[src/rtl/mm2_excp_commit_pkg.sv]
`default_nettype none
// ============================================================================
// Module      : mm2_excp_commit_pkg
// Description : Shared definitions for the MM2 exception/ERTN commit path.
//               Holds exception codes, the exception-source bit order, the
//               FSM state encoding, the badv source selector and the decoded
//               op encodings that are shared with the rest of the pipeline.
// Config      : TLB_EXCP_EN - widens the exception vector from 6 to 12
//               sources (adds ADEM and the TLB-related exceptions).
// Revision    : 1.0 - initial release
// ============================================================================
package mm2_excp_commit_pkg;

`ifdef TLB_EXCP_EN
    localparam int NSRC = 12;
`else
    localparam int NSRC = 6;
`endif

    // Exception codes
    localparam logic [5:0] ECODE_INT  = 6'h00;
    localparam logic [5:0] ECODE_ADE  = 6'h08;   // ADEF (esub 0) and ADEM (esub 1)
    localparam logic [5:0] ECODE_INE  = 6'h0D;
    localparam logic [5:0] ECODE_SYS  = 6'h0B;
    localparam logic [5:0] ECODE_BRK  = 6'h0C;
    localparam logic [5:0] ECODE_ALE  = 6'h09;
    localparam logic [5:0] ECODE_TLBR = 6'h3F;
    localparam logic [5:0] ECODE_PIF  = 6'h03;
    localparam logic [5:0] ECODE_PIL  = 6'h01;
    localparam logic [5:0] ECODE_PIS  = 6'h02;
    localparam logic [5:0] ECODE_PME  = 6'h04;

    localparam logic [8:0] ESUBCODE_ADEM = 9'd1;

    // Exception vector bit positions; lower index = higher priority
    localparam logic [3:0] EXCP_IDX_INT  = 4'd0;
    localparam logic [3:0] EXCP_IDX_ADEF = 4'd1;
    localparam logic [3:0] EXCP_IDX_INE  = 4'd2;
    localparam logic [3:0] EXCP_IDX_SYS  = 4'd3;
    localparam logic [3:0] EXCP_IDX_BRK  = 4'd4;
    localparam logic [3:0] EXCP_IDX_ALE  = 4'd5;
    localparam logic [3:0] EXCP_IDX_ADEM = 4'd6;
    localparam logic [3:0] EXCP_IDX_TLBR = 4'd7;
    localparam logic [3:0] EXCP_IDX_PIF  = 4'd8;
    localparam logic [3:0] EXCP_IDX_PIL  = 4'd9;
    localparam logic [3:0] EXCP_IDX_PIS  = 4'd10;
    localparam logic [3:0] EXCP_IDX_PME  = 4'd11;

    // Commit FSM states
    typedef enum logic [1:0] {
        ST_IDLE  = 2'd0,
        ST_REQ   = 2'd1,
        ST_FLUSH = 2'd2
    } state_e;

    // Where the bad virtual address comes from
    typedef enum logic [1:0] {
        BADV_NONE  = 2'd0,
        BADV_PC    = 2'd1,
        BADV_VADDR = 2'd2,
        BADV_TLBR  = 2'd3    // pc for fetch-class ops, vaddr otherwise
    } badv_sel_e;

    // Decoded op encodings shared with decode
    localparam logic [7:0] OP_NOP     = 8'h00;  // also marks a fetch-side fault
    localparam logic [7:0] OP_CSRWR   = 8'h20;
    localparam logic [7:0] OP_CSRXCHG = 8'h21;
    localparam logic [7:0] OP_ERTN    = 8'h30;

endpackage
`default_nettype wire

[src/rtl/mm2_excp_commit_excp_prio_enc.sv]
`default_nettype none
// ============================================================================
// Module      : excp_prio_enc
// Description : Combinational fixed-priority encoder for the MM2 exception
//               vector. The lowest set bit wins and is mapped to its
//               ecode/esubcode and badv source.
// Ports       : i_vec      - exception flags (bit order = priority)
//               o_hit      - any flag set
//               o_ecode    - winning ecode
//               o_esubcode - winning esubcode (nonzero only for ADEM)
//               o_badv_sel - badv source for the winner
// Config      : TLB_EXCP_EN - decodes bits 6..11.
// Revision    : 1.0 - initial release
// ============================================================================
module excp_prio_enc
    import mm2_excp_commit_pkg::*;
#(
    parameter int N_SRC = NSRC
) (
    input  logic [N_SRC-1:0] i_vec,
    output logic             o_hit,
    output logic [5:0]       o_ecode,
    output logic [8:0]       o_esubcode,
    output badv_sel_e        o_badv_sel
);

    logic [3:0] w_idx;

    // Scan from the top down so the lowest set index is the last one written.
    always_comb begin
        o_hit = 1'b0;
        w_idx = 4'd0;
        for (int i = N_SRC - 1; i >= 0; i--) begin
            if (i_vec[i]) begin
                o_hit = 1'b1;
                w_idx = 4'(i);
            end
        end
    end

    always_comb begin
        o_ecode    = ECODE_INT;
        o_esubcode = 9'd0;
        o_badv_sel = BADV_NONE;
        if (o_hit) begin
            case (w_idx)
                EXCP_IDX_INT:  o_ecode = ECODE_INT;
                EXCP_IDX_ADEF: begin
                    o_ecode    = ECODE_ADE;
                    o_badv_sel = BADV_PC;
                end
                EXCP_IDX_INE:  o_ecode = ECODE_INE;
                EXCP_IDX_SYS:  o_ecode = ECODE_SYS;
                EXCP_IDX_BRK:  o_ecode = ECODE_BRK;
                EXCP_IDX_ALE:  begin
                    o_ecode    = ECODE_ALE;
                    o_badv_sel = BADV_VADDR;
                end
`ifdef TLB_EXCP_EN
                EXCP_IDX_ADEM: begin
                    o_ecode    = ECODE_ADE;
                    o_esubcode = ESUBCODE_ADEM;
                    o_badv_sel = BADV_VADDR;
                end
                EXCP_IDX_TLBR: begin
                    o_ecode    = ECODE_TLBR;
                    o_badv_sel = BADV_TLBR;
                end
                EXCP_IDX_PIF:  begin
                    o_ecode    = ECODE_PIF;
                    o_badv_sel = BADV_PC;
                end
                EXCP_IDX_PIL:  begin
                    o_ecode    = ECODE_PIL;
                    o_badv_sel = BADV_VADDR;
                end
                EXCP_IDX_PIS:  begin
                    o_ecode    = ECODE_PIS;
                    o_badv_sel = BADV_VADDR;
                end
                EXCP_IDX_PME:  begin
                    o_ecode    = ECODE_PME;
                    o_badv_sel = BADV_VADDR;
                end
`endif
                default: begin
                    o_ecode    = ECODE_INT;
                    o_esubcode = 9'd0;
                    o_badv_sel = BADV_NONE;
                end
            endcase
        end
    end

endmodule
`default_nettype wire

[src/rtl/mm2_excp_commit.sv]
`default_nettype none
// ============================================================================
// Module      : mm2_excp_commit
// Description : MM2-stage exception/ERTN commit controller. Accepts one
//               instruction in IDLE, latches its exception record, handshakes
//               with the CSR file (REQ) and then holds a pipeline flush for
//               FLUSH_CYC cycles (FLUSH). CSR writes are gated so that
//               excepting, ERTN or flushed instructions never write a CSR.
// Ports       : clk/reset (async, active high); mm2_* instruction inputs and
//               mm2_ready/mm2_csr_we; csr_* request/ack and latched exception
//               record; flush and one-cycle redirect_valid.
// Config      : TLB_EXCP_EN - 12-source exception vector (see package).
// Revision    : 1.0 - initial release
// ============================================================================
module mm2_excp_commit
    import mm2_excp_commit_pkg::*;
#(
    parameter int FLUSH_CYC = 2,
    parameter int PC_W      = 32
) (
    input  logic            clk,
    input  logic            reset,
    input  logic            mm2_valid,
    input  logic [7:0]      mm2_op,
    input  logic [PC_W-1:0] mm2_pc,
    input  logic [PC_W-1:0] mm2_vaddr,
    input  logic [NSRC-1:0] mm2_excp_vec,
    output logic            mm2_ready,
    output logic            mm2_csr_we,
    output logic            csr_excp_req,
    output logic            csr_ertn_req,
    input  logic            csr_ack,
    output logic [5:0]      csr_ecode,
    output logic [8:0]      csr_esubcode,
    output logic [PC_W-1:0] csr_era,
    output logic [PC_W-1:0] csr_badv,
    output logic            csr_badv_we,
    output logic            flush,
    output logic            redirect_valid
);

    localparam int               CNT_W      = $clog2(FLUSH_CYC + 1);
    localparam logic [CNT_W-1:0] c_cnt_load = CNT_W'(FLUSH_CYC - 1);
    localparam logic [CNT_W-1:0] c_cnt_one  = CNT_W'(1);

    state_e            r_state;
    state_e            w_state_nxt;
    logic [CNT_W-1:0]  r_cnt;
    logic              r_kind_excp;
    logic [5:0]        r_ecode;
    logic [8:0]        r_esub;
    logic [PC_W-1:0]   r_era;
    logic [PC_W-1:0]   r_badv;
    logic              r_badv_we;

    logic              w_hit;
    logic [5:0]        w_ecode;
    logic [8:0]        w_esub;
    badv_sel_e         w_badv_sel;
    logic [PC_W-1:0]   w_badv;
    logic              w_badv_we;
    logic              w_accept;
    logic              w_start_excp;
    logic              w_start_ertn;
    logic              w_is_csr_wr;

    excp_prio_enc #(
        .N_SRC (NSRC)
    ) u_prio_enc (
        .i_vec      (mm2_excp_vec),
        .o_hit      (w_hit),
        .o_ecode    (w_ecode),
        .o_esubcode (w_esub),
        .o_badv_sel (w_badv_sel)
    );

    // Acceptance depends only on the state register so the FSM's comb block
    // does not consume its own output.
    assign w_accept     = mm2_valid & (r_state == ST_IDLE);
    assign w_start_excp = w_accept & w_hit;
    // An exception always wins over ERTN in the same instruction.
    assign w_start_ertn = w_accept & ~w_hit & (mm2_op == OP_ERTN);
    assign w_is_csr_wr  = (mm2_op == OP_CSRWR) | (mm2_op == OP_CSRXCHG);

    always_comb begin
        w_badv    = '0;
        w_badv_we = 1'b0;
        case (w_badv_sel)
            BADV_PC: begin
                w_badv    = mm2_pc;
                w_badv_we = 1'b1;
            end
            BADV_VADDR: begin
                w_badv    = mm2_vaddr;
                w_badv_we = 1'b1;
            end
            BADV_TLBR: begin
                // Decode tags fetch-side TLB faults with an OP_NOP op.
                w_badv    = (mm2_op == OP_NOP) ? mm2_pc : mm2_vaddr;
                w_badv_we = 1'b1;
            end
            default: begin
                w_badv    = '0;
                w_badv_we = 1'b0;
            end
        endcase
    end

    // State register
    always_ff @(posedge clk or posedge reset) begin
        if (reset) begin
            r_state <= ST_IDLE;
        end else begin
            r_state <= w_state_nxt;
        end
    end

    // Next state and state-decoded outputs
    always_comb begin
        w_state_nxt    = r_state;
        mm2_ready      = 1'b0;
        mm2_csr_we     = 1'b0;
        csr_excp_req   = 1'b0;
        csr_ertn_req   = 1'b0;
        flush          = 1'b0;
        redirect_valid = 1'b0;
        case (r_state)
            ST_IDLE: begin
                mm2_ready  = 1'b1;
                mm2_csr_we = mm2_valid & ~w_hit & w_is_csr_wr;
                if (w_start_excp || w_start_ertn) begin
                    w_state_nxt = ST_REQ;
                end
            end
            ST_REQ: begin
                csr_excp_req = r_kind_excp;
                csr_ertn_req = ~r_kind_excp;
                if (csr_ack) begin
                    w_state_nxt = ST_FLUSH;
                end
            end
            ST_FLUSH: begin
                flush = 1'b1;
                // The counter still holds its load value only in the first
                // flush cycle.
                redirect_valid = (r_cnt == c_cnt_load);
                if (r_cnt == '0) begin
                    w_state_nxt = ST_IDLE;
                end
            end
            default: begin
                w_state_nxt = ST_IDLE;
            end
        endcase
    end

    // Exception record and flush counter
    always_ff @(posedge clk or posedge reset) begin
        if (reset) begin
            r_cnt       <= '0;
            r_kind_excp <= 1'b0;
            r_ecode     <= '0;
            r_esub      <= '0;
            r_era       <= '0;
            r_badv      <= '0;
            r_badv_we   <= 1'b0;
        end else begin
            if (w_start_excp) begin
                r_kind_excp <= 1'b1;
                r_ecode     <= w_ecode;
                r_esub      <= w_esub;
                r_era       <= mm2_pc;
                r_badv      <= w_badv;
                r_badv_we   <= w_badv_we;
            end else if (w_start_ertn) begin
                r_kind_excp <= 1'b0;
                r_badv_we   <= 1'b0;
            end

            if ((r_state == ST_REQ) && csr_ack) begin
                r_cnt <= c_cnt_load;
            end else if ((r_state == ST_FLUSH) && (r_cnt != '0)) begin
                r_cnt <= r_cnt - c_cnt_one;
            end
        end
    end

    assign csr_ecode    = r_ecode;
    assign csr_esubcode = r_esub;
    assign csr_era      = r_era;
    assign csr_badv     = r_badv;
    assign csr_badv_we  = r_badv_we;

endmodule
`default_nettype wire

[config.mk]
export PLATFORM = sky130hd
export DESIGN_NAME = mm2_excp_commit
export DESIGN_NICKNAME = d
export VERILOG_FILES = /design/src/rtl/mm2_excp_commit_pkg.sv /design/src/rtl/mm2_excp_commit_excp_prio_enc.sv /design/src/rtl/mm2_excp_commit.sv
export SDC_FILE = /design/constraint.sdc
export NUM_CORES = 1
export LEC_CHECK = 0
export CAP_MARGIN = 10
export CELL_PAD_IN_SITES_DETAIL_PLACEMENT = 0
export CELL_PAD_IN_SITES_GLOBAL_PLACEMENT = 1
export CORE_MARGIN = 1.5
export CORE_UTILIZATION = 31
export CTS_CLUSTER_SIZE = 16
export DETAILED_ROUTE_END_ITERATION = 6
export PLACE_DENSITY = 0.91
export SLEW_MARGIN = 0
export SYNTH_ARGS = -nofsm -noshare
export SYNTH_HDL_FRONTEND = slang
export SYNTH_SLANG_ARGS = --single-unit
[constraint.sdc]
create_clock -name clk -period 3.06 [get_ports clk]
set_input_delay 0.459 -clock clk [delete_from_list [all_inputs] [get_ports clk]]
set_output_delay 0.459 -clock clk [all_outputs]
set_load 0.01 [all_outputs]
# --- Word level (Yosys, flattened, before mapping) ---
# Cells that the tools add are included.
totals:
  register_bits: 76
  latch_bits: 0
  mem_bits_rw: 0
  romBits: 0
  inputBits: 82
  wordCells: 79
  memories: 0
op_classes:
  n_addsub: 1
  multipliers: 0
  div_mod_pow: 0
  magnitude_cmp: 0
  eq_ne: 17
  n_shift: 0
  muxes: 34
  bitwise: 9
  n_reduce_logical: 11
ops:
  columns: ["operator", "n"]
  rows:
  - ["32-bit case mux with 3 select lines", 1]
  - ["32-bit two-way mux", 1]
  - ["8-bit by 6-bit == test with 1-bit output (second input constant)", 3]
  - ["4-bit case mux with 5 select lines", 1]
  - ["3-bit two-way mux", 6]
  - ["1-bit two-way mux", 16]
  - ["2-bit two-way mux", 6]
  - ["8-bit zero test", 1]
  - ["1-bit AND", 6]
  - ["2-bit by 1-bit == test with 1-bit output (second input constant)", 3]
  - ["2-bit == test (second input constant)", 3]
  - ["3-bit by 2-bit == test with 1-bit output (second input constant)", 2]
  - ["3-bit == test (second input constant)", 2]
  - ["6-bit two-way mux", 1]
  - ["2-bit case mux with 3 select lines", 1]
  - ["2-bit nonzero test", 3]
  - ["2-bit zero test", 2]
  - ["2-bit != test (second input constant)", 2]
  - ["2-bit case mux with 2 select lines", 1]
  - ["3-bit by 1-bit == test with 1-bit output (second input constant)", 1]
  - ["3-bit AND reduction", 1]
  - ["3-bit OR reduction", 1]
  - ["1-bit logical AND", 2]
  - ["2-bit by 1-bit != test with 1-bit output (second input constant)", 1]
  - ["4 further kinds", 5]

# --- Logic depth before layout (Yosys ltp) ---
# Gate-level depths: netlist of run 1.
logic_depth:
  depth_word: 13
  depth_mapped: 6
  depth_no_buf: 5

# --- By module ---
# From an unflattened synthesis of run 1, not the netlist that was laid out.
unflattened:
  hier_cells: 415
  hier_area_um2: 4226.6
by_module_without_submodules:
  columns: ["mod", "instances", "cells_per_inst", "area_each_um2", "seq_area_each_um2"]
  rows:
  - ["mm2_excp_commit", 1, 390, 4055.1, 2127.0]
  - ["excp_prio_enc", 1, 25, 171.4, 0.0]

# --- Least setup slack after synthesis of run 1 ---
# OpenSTA, ideal clock, no wires.
synth_path:
  path_type: "in2out"
  startpoint: "input port mm2_excp_vec[0]"
  endpoint: "output port mm2_csr_we"
  arrival_ns: 1.650
  setup_slack_ns: 0.951
  path_stages: 4
  path_cell_list: "nor4_4 -> clkbuf_1 -> nand4_1 -> nor4_1"
synth_between:
  elab_chain_cells: 5
synth_rtl:
  columns: ["element", "line", "source"]
  rows:
  - ["start: declaration", "mm2_excp_commit.sv:27", "input logic [NSRC-1:0] mm2_excp_vec,"]
  - ["1-bit two-way mux", "mm2_excp_commit_excp_prio_enc.sv:34", "if (i_vec[i]) begin"]
  - ["1-bit NOT", "mm2_excp_commit.sv:130", "mm2_csr_we = mm2_valid & ~w_hit & w_is_csr_wr;"]
  - ["1-bit AND (2 in series)", "mm2_excp_commit.sv:130", null]
  - ["1-bit two-way mux", "mm2_excp_commit.sv:127", "case (r_state)"]
  - ["end: declaration", "mm2_excp_commit.sv:29", "output logic mm2_csr_we,"]
# No other way between the ends.

# --- Final worst setup path of run 1 ---
layout_path:
  startpoint: "input port mm2_op[1]"
  endpoint: "output port mm2_csr_we"
layout_between:
  elab_chain_cells: 4
layout_rtl:
  columns: ["element", "line", "source"]
  rows:
  - ["start: declaration", "mm2_excp_commit.sv:24", "input logic [7:0] mm2_op,"]
  - ["8-bit by 6-bit == test with 1-bit output", "mm2_excp_commit.sv:83", "assign w_is_csr_wr = (mm2_op == OP_CSRWR) | (mm2_op == OP_CSRXCHG);"]
  - ["1-bit OR (*)", "mm2_excp_commit.sv:83", null]
  - ["1-bit AND (*)", "mm2_excp_commit.sv:130", null]
  - ["1-bit two-way mux (*)", "mm2_excp_commit.sv:127", null]
# Mark *: on every way between the ends. The rest lies on a longest branch, timed or not.

==> impl_metrics.yaml, run 1 <==
run_status:
  status: "finished clean"
timing:
  rsz0062_at_grt: "no"
  hold_slack_ps: 487
  max_freq_mhz: 365
  fin_crit_sh_pct: 89.6
  period_minus_slack_ps: 2740
  worst_slack_ps: 319
  setup_violations: 0
  hold_viol_final: 0
  relSlewSlack_pct: 49.8
  finalMaxSlewViolations: 0
  fin_setup_tns_ps: 0
  worst_clock_skew_ps: 9.28
  tightest_slew_ps: 750
finish:
  fin_area_um2: 5270
  nets: 492
  syn2layout_area_growth_pct: 53.2
  drive_above_1_share_pct: 11.1
  final_cells: 553
  utilization_pct: 48.6
  antenna_cells: 0
hold_path:
  min_to: "csr_era[15]"
  hold_class: "register to register"
  holdCritStartpoint: "csr_era[15]"
  worstHoldPathCells: 1
worst_setup_path:
  worst-setup-path-type: "input port to output port"
  arrival_ps: 2280
  path_buf_inv: 2
  r2r_slack_ps: 1110
  crit_family: "buffers and inverters"
  cpMostUsedCell: "clkdlybuf4s50_1"
  timing.rr.end: "csr_era[16]"
  critPathRequiredTime_ps: 2600
  critPathMaxStageDelay_ps: 570
  crit_fanout: 3
  crit_path_end_kind: "output port"
  crit_slowest_cell: "clkdlybuf4s50_1"
  start_kind: "input port"
  r2r_cells: 5
  worstPathCellList: "clkdlybuf4s50_1 -> nor4b_1 -> nand4_1 -> nor4_1 -> clkdlybuf4s50_1"
  regToRegStartpoint: "r_state[1]"
clock_tree:
  postCtsSetupBuffers: 0
  clk_path_buf_depth: 2
  cts_tree: "yes"
  cts-root-buf: "clkbuf_8"
  cts_resized: 0
  cts_inserted_buffers: 9
  clk_latency_ps: 340
  clk_pin_slew_ps: 80
  ctsHoldBuffers: 0
  cts_sinks: 74
  cts_max_level: 3
synth:
  ys_seq_elements: 74
  synth.area.top_cells: "dfrtp_1 (54%), mux2_1 (15%), a32o_1 (9.3%), mux2_2 (6.2%), buf_4 (2.6%)"
  avgSynthCellArea_um2: 13.5
  yosys.area.top_type: "dfrtp_1"
  synth_seq_area_share_pct: 53.8
  synth-main-ff-cell: "dfrtp_1"
  syn_area_um2: 3440
  yosys.cell_types.count: 34
  async_flop_share_pct: 100
  netlist_instances: 254
  synth_top_area_share_pct: 53.8
  synth-edff-count: 0
  synth.most_common_cell: "dfrtp_1"
  synth_common_cells: "dfrtp_1 (74), mux2_1 (47), a32o_1 (32)"
  yosys_warnings: 0
place:
  io_buffers: 156
  pre_cts_ws_ps: 302
  place_inst: 537
  place_area_um2: 5100
  dp_hpwl_um: 6320
  routabilityCongestion: 0.721
drt:
  drc: 0
  drt_first_iter_violations: 110
  first_pass_iters: 4
  wire_per_inst_um: 16.1
  drtAntennaViolNets: 0
  routed_wl_um: 8930
  via_per_inst: 4.86
  num_vias: 2690
global_route:
  grt_pass1_vias: 2875
  grt_max_degree: 66
  gr-usage-all-layers_pct: 15.7
  grt_pass1_wl_um: 14200
  antenna_found_initial: 0
  gr-total-overflow: 0
die:
  dieArea_um2: 11700
  fp.dieH_um: 108
  start_util_pct: 31.7
  pin_count: 168
  fp-row-count: 38
  core_area_um2: 10800
  die_w_um: 108
power:
  ir_drop_mv: 0.367
  p_leak_nw: 2.19
  total_power_mw: 4.19
  pwr_density_cell_nw_per_um2: 795
job:
  maxCapViolations: 0
## placed cells by master (no fill, tap or decap), types with 2 or more instances in the layout
master	netlist	layout
a21o_1	2	2
a21oi_1	3	3
a32o_1	32	32
buf_4	12	6
clkbuf_1	11	2
clkbuf_8	0	9
clkdlybuf4s50_1	0	156
clkinvlp_4	0	3
conb_1	1	11
dfrtp_1	74	74
ha_1	2	2
inv_1	8	7
mux2_1	47	47
mux2_2	19	19
nand2_1	4	4
nand3_1	2	2
nor2_1	7	7
nor2b_2	0	2
nor4b_1	2	2
o211ai_1	2	2
o21ai_0	2	2
## layout make-up
class	count	area [um2]
fillers	988	5570
flip-flops and latches	74	1850
repair buffers	163	1630
multi-input cells	152	1410
well taps	140	175
clock buffers	11	131
clock inverters	5	40.0
inverters	8	30.0
## routing by layer
layer  part of all wire, %  vias to the layer above  track usage, %
li1                      -                     1235               -
met1                    41                     1321            18.9
met2                    49                      126            26.4
met3                   8.8                        8            6.03
met4                  0.78                        0            4.04
met5                     0                        -               0
## where the power goes
group	switching (mW)	leakage, nW	internal, mW	total (mW)
Sequential	0.228	0.925	1.38	1.61
Combinational	0.746	1.19	1.15	1.90
Clock	0.378	0.0762	0.299	0.677
## flip-flops by register name, indices dropped and copies added, names as in the netlist
register,flops
csr_badv_we,1
csr_era,32
r_cnt,2
csr_badv,32
r_state,2
r_kind_excp,1
csr_ecode,4
## kinds of logic (layout without fill, tap and decap cells)
group / Yosys count / count (layout) / share of synthesized area [%]
AO/OA/AOI/OAI: 49 / 49 / 12.8
adder cells (fa/ha/maj): 2 / 2 / 0.727
buffers and inverters: 38 / 187 / 6.62
flip-flops: 74 / 74 / 53.8
multiplexers: 66 / 66 / 21.6
other: 1 / 11 / 0.109
AND/OR/NAND/NOR: 24 / 24 / 4.26
## worst register-to-register path, cell delays in order, from the launching register on
cell and delay (ps):
dfrtp_1 470, nor3b_2 250, buf_4 170, a21boi_4 190, buf_12 330, mux2_1 420
## worst max-delay path by stage
stage | startpoint | to | slack [ps] | cells past startpoint
3_3_place_gp | mm2_op[1] | mm2_csr_we | 380 | 5
5_1_grt | mm2_op[1] | mm2_csr_we | 130 | 5
6_report | mm2_op[1] | mm2_csr_we | 320 | 5
3_5_place_dp | mm2_op[1] | mm2_csr_we | 300 | 5
2_1_floorplan | reset | csr_badv[0] | 720 | 1
4_1_cts | mm2_op[1] | mm2_csr_we | 310 | 5
Power figures use the tool's default switching activity.
==> run 2, diff against run 1 <==
CORE_ASPECT_RATIO = 0.9   (was default)
==> impl_metrics.yaml, run 2 (synthesized netlist as in run 1, its figures left out) <==
job:
  maxCapViolations: 0
worst_setup_path:
  crit_path_end_kind: "output port"
  crit_family: "buffers and inverters"
  crit_slowest_cell: "clkdlybuf4s50_1"
  critPathRequiredTime_ps: 2600
  worstPathCellList: "clkdlybuf4s50_1 -> nor4_4 -> nand4_1 -> nor4_1 -> clkdlybuf4s50_1"
  arrival_ps: 2210
  worst-setup-path-type: "input port to output port"
  cpMostUsedCell: "clkdlybuf4s50_1"
  r2r_slack_ps: 1060
  path_buf_inv: 2
  critPathMaxStageDelay_ps: 580
  start_kind: "input port"
  crit_fanout: 4
power:
  pwr_density_cell_nw_per_um2: 874
  p_leak_nw: 2.29
  switching_power_mw: 1.38
  seq_power_share_pct: 33.9
  p_int_mw: 3.38
  ir_drop_mv: 0.481
  combinationalPowerShare_pct: 40.2
  total_power_mw: 4.77
  sw_frac_of_total_pct: 29.0
  pwr-share-clk_pct: 25.9
timing:
  setup_violations: 0
  tightest_slew_ps: 845
  fin_setup_tns_ps: 0
  period_minus_slack_ps: 2670
  relSlewSlack_pct: 43.6
  fin_crit_sh_pct: 87.1
  worst_clock_skew_ps: 4.79
  max_freq_mhz: 375
  hold_slack_ps: 480
  rsz0062_at_grt: "no"
  hold_viol_final: 0
  finalMaxSlewViolations: 0
run_status:
  status: "finished clean"
global_route:
  gr-total-overflow: 0
  grt_max_degree: 66
  gr-usage-all-layers_pct: 16.0
  antenna_found_initial: 0
  grt_pass1_vias: 2807
  grt_pass1_wl_um: 14500
drt:
  drt_first_iter_violations: 107
  drc: 0
  first_pass_iters: 4
  via_per_inst: 4.95
  drtAntennaViolNets: 0
  routed_wl_um: 9300
  wire_per_inst_um: 17.0
  num_vias: 2704
clock_tree:
  cts_inserted_buffers: 9
  cts_tree: "yes"
  clk_latency_ps: 330
  clk_pin_slew_ps: 60
  cts_resized: 0
  ctsHoldBuffers: 0
  clk_path_buf_depth: 2
  cts-root-buf: "clkbuf_16"
  cts_max_level: 3
  cts_sinks: 74
  postCtsSetupBuffers: 0
finish:
  layout_commonest_cell: "clkdlybuf4s50_1"
  antenna_cells: 0
  drive_above_1_share_pct: 11.6
  final_cell_mix: "clkdlybuf4s50_1 (156), dfrtp_1 (74), mux2_1 (47)"
  nets: 492
  syn2layout_area_growth_pct: 58.6
  fin_area_um2: 5450
hold_path:
  hold_class: "register to register"
place:
  io_buffers: 156
  routabilityCongestion: 0.780
  place_area_um2: 5100
  dp_hpwl_um: 6430
die:
  fp.dieH_um: 103
  dieArea_um2: 11700
  pin_count: 168
  start_util_pct: 31.8
  fp-row-count: 36
  die_w_um: 114
  core_area_um2: 10800
## run 2: power by group through the flow
| stage | clock [mW] | combinational (mW) | sequential (mW) |
|---|---|---|---|
| global placement | 0 | 1.91 | 1.60 |
| global route | 1.30 | 2.05 | 1.68 |
| detailed placement | 0 | 1.93 | 1.63 |
| finish | 1.23 | 1.92 | 1.62 |
| CTS | 1.27 | 1.94 | 1.62 |
| floorplan | 0 | 0.683 | 1.78 |
## run 2: routing by layer
metal / vias to the layer above / GRT usage [%] / routed length, um
met5: - / 0 / 0
met4: 0 / 5.48 / 109
met3: 9 / 5.64 / 721
met2: 103 / 26.7 / 4550
met1: 1350 / 19.3 / 3920
li1: 1242 / - / -
## run 2: final timing paths
check	end	start	cells past startpoint
min	csr_badv[0]	csr_badv[0]	1
max	mm2_csr_we	mm2_excp_vec[0]	5
max reg2reg	csr_era[5]	r_state[1]	5
min in group asynchronous	csr_badv[16]	reset	2
max in group asynchronous	csr_badv[25]	reset	3
min reg2reg	csr_badv[0]	csr_badv[0]	1
## run 2: area by class of cell
| class | instances | area [um2] |
|---|---|---|
| Multi-Input combinational cell | 152 | 1410 |
| Timing Repair Buffer | 163 | 1640 |
| Fill cell | 957 | 5360 |
| Tap cell | 133 | 166 |
| Sequential cell | 74 | 1850 |
| Clock buffer | 11 | 253 |
| Inverter | 8 | 30.0 |
| Clock inverter | 5 | 100 |
## run 2: metrics by stage
| stage | utilization, % | setup slack (ps) | cells |
|---|---|---|---|
| floorplan | - | 719 | 264 |
| global placement | 47.2 | 413 | 530 |
| detailed placement | 47.2 | 379 | 530 |
| CTS | 50.5 | 373 | 546 |
| global route | 50.5 | 264 | 546 |
| finish | 50.5 | 395 | 546 |
==> run 3, diff against run 2 <==
CORE_ASPECT_RATIO = 0.5   (was 0.9)
SETUP_SLACK_MARGIN = 0.3   (was default)
==> impl_metrics.yaml, run 3 (synthesized netlist as in run 1, its figures left out) <==
die:
  die_w_um: 152
  pin_count: 168
  core_area_um2: 10500
  dieArea_um2: 11800
  fp.dieH_um: 77.5
  start_util_pct: 32.7
  fp-row-count: 26
finish:
  utilization_pct: 51.7
  filler_cell_count: 912
  nets: 492
  antenna_cells: 0
  final_cell_mix: "clkdlybuf4s50_1 (155), dfrtp_1 (74), mux2_1 (47)"
  fin_area_um2: 5430
  regArea_um2: 1850
  drive_above_1_share_pct: 12.1
  syn2layout_area_growth_pct: 58.0
  multiInputGateArea_um2: 1430
  final_cells: 553
  layout_commonest_cell: "clkdlybuf4s50_1"
global_route:
  grt_pass1_wl_um: 15100
  grt_pass1_vias: 2784
  grt_max_degree: 75
  gr-usage-all-layers_pct: 16.4
  gr-total-overflow: 0
  antenna_found_initial: 0
timing:
  max_freq_mhz: 435
  hold_viol_final: 0
  worst_clock_skew_ps: 4.12
  period_minus_slack_ps: 2300
  fin_crit_sh_pct: 75.2
  setup_violations: 0
  rsz0062_at_grt: "no"
  finalMaxSlewViolations: 0
  worst_slack_ps: 760
  hold_slack_ps: 482
  fin_setup_tns_ps: 0
clock_tree:
  postCtsSetupBuffers: 0
  clk_path_buf_depth: 2
  ctsHoldBuffers: 0
  clk_latency_ps: 330
  cts_tree: "yes"
  cts_max_level: 3
  cts_inserted_buffers: 9
  cts-root-buf: "clkbuf_16"
  cts_sinks: 74
  clk_pin_slew_ps: 60
worst_setup_path:
  start_kind: "input port"
  regToRegStartpoint: "r_state[1]"
  arrival_ps: 2510
  timing.rr.end: "csr_badv[24]"
  crit_fanout: 50
  crit_path_end_kind: "register"
  crit_start: "mm2_excp_vec[3]"
  worst-setup-path-type: "input port to register"
  r2r_slack_ps: 1060
  critPathRequiredTime_ps: 3270
  r2r_cells: 5
power:
  total_power_mw: 4.61
  pwr_density_cell_nw_per_um2: 848
  p_leak_nw: 2.28
  ir_drop_mv: 0.355
hold_path:
  holdCritStartpoint: "csr_era[11]"
  hold_class: "register to register"
  min_to: "csr_era[11]"
  worstHoldPathCells: 1
place:
  io_buffers: 156
  pre_cts_ws_ps: 317
  place_area_um2: 5110
  dp_hpwl_um: 6740
  place_inst: 537
  routabilityCongestion: 0.754
drt:
  drc: 0
  drtAntennaViolNets: 0
  drt_first_iter_violations: 145
  first_pass_iters: 4
  routed_wl_um: 9570
  via_per_inst: 4.86
  wire_per_inst_um: 17.3
  num_vias: 2685
run_status:
  status: "finished clean"
job:
  maxCapViolations: 0
## run 3: cell types whose count changed in the layout (fill, tap and decap cells not counted), sizes merged
cell / change
bufinv: -2
clkinvlp: +2
clkbuf: +1
clkdlybuf4s50: -1
clkinv: -1
dlymetal6s2s: +1
## run 3: worst max path at each step
stage,end
finish,csr_era[15]
global route,mm2_csr_we
CTS,mm2_csr_we
detailed placement,mm2_csr_we
global placement,mm2_csr_we
floorplan,csr_badv[0]
## run 3: routing by layer
layer	global-route usage [%]	vias up	part of all wire, %
li1	-	1241	-
met3	3.91	12	4.1
met1	18.9	1369	40
met4	6.41	0	1.6
met2	29.8	63	54
met5	0	-	0
## run 3: cell type report
type                    count  share of cell area (%)
inverters                   8                   0.553
multi-input cells         152                    26.3
clock buffers              12                    4.72
repair buffers            163                    30.2
clock inverters             4                   0.921
flip-flops and latches     74                    34.1
well taps                 140                    3.22
## run 3: repair_timing
item / in CTS / in global routing
endpoints found under the hold margin: 0 / 0
setup endpoints to repair: 0 / 1
resized for setup: 0 / 4
## run 3: worst max-delay path: stages
cell and delay (ps):
clkdlybuf4s50_1 490, nor4_4 330, buf_4 470, a21boi_4 150, buf_12 220, mux2_1 350
## run 3: power breakdown
group	leakage, nW	total (mW)	internal, mW	switching, mW
logic	1.21	1.94	1.16	0.775
clock network	0.145	1.06	0.674	0.390
registers	0.925	1.61	1.39	0.218
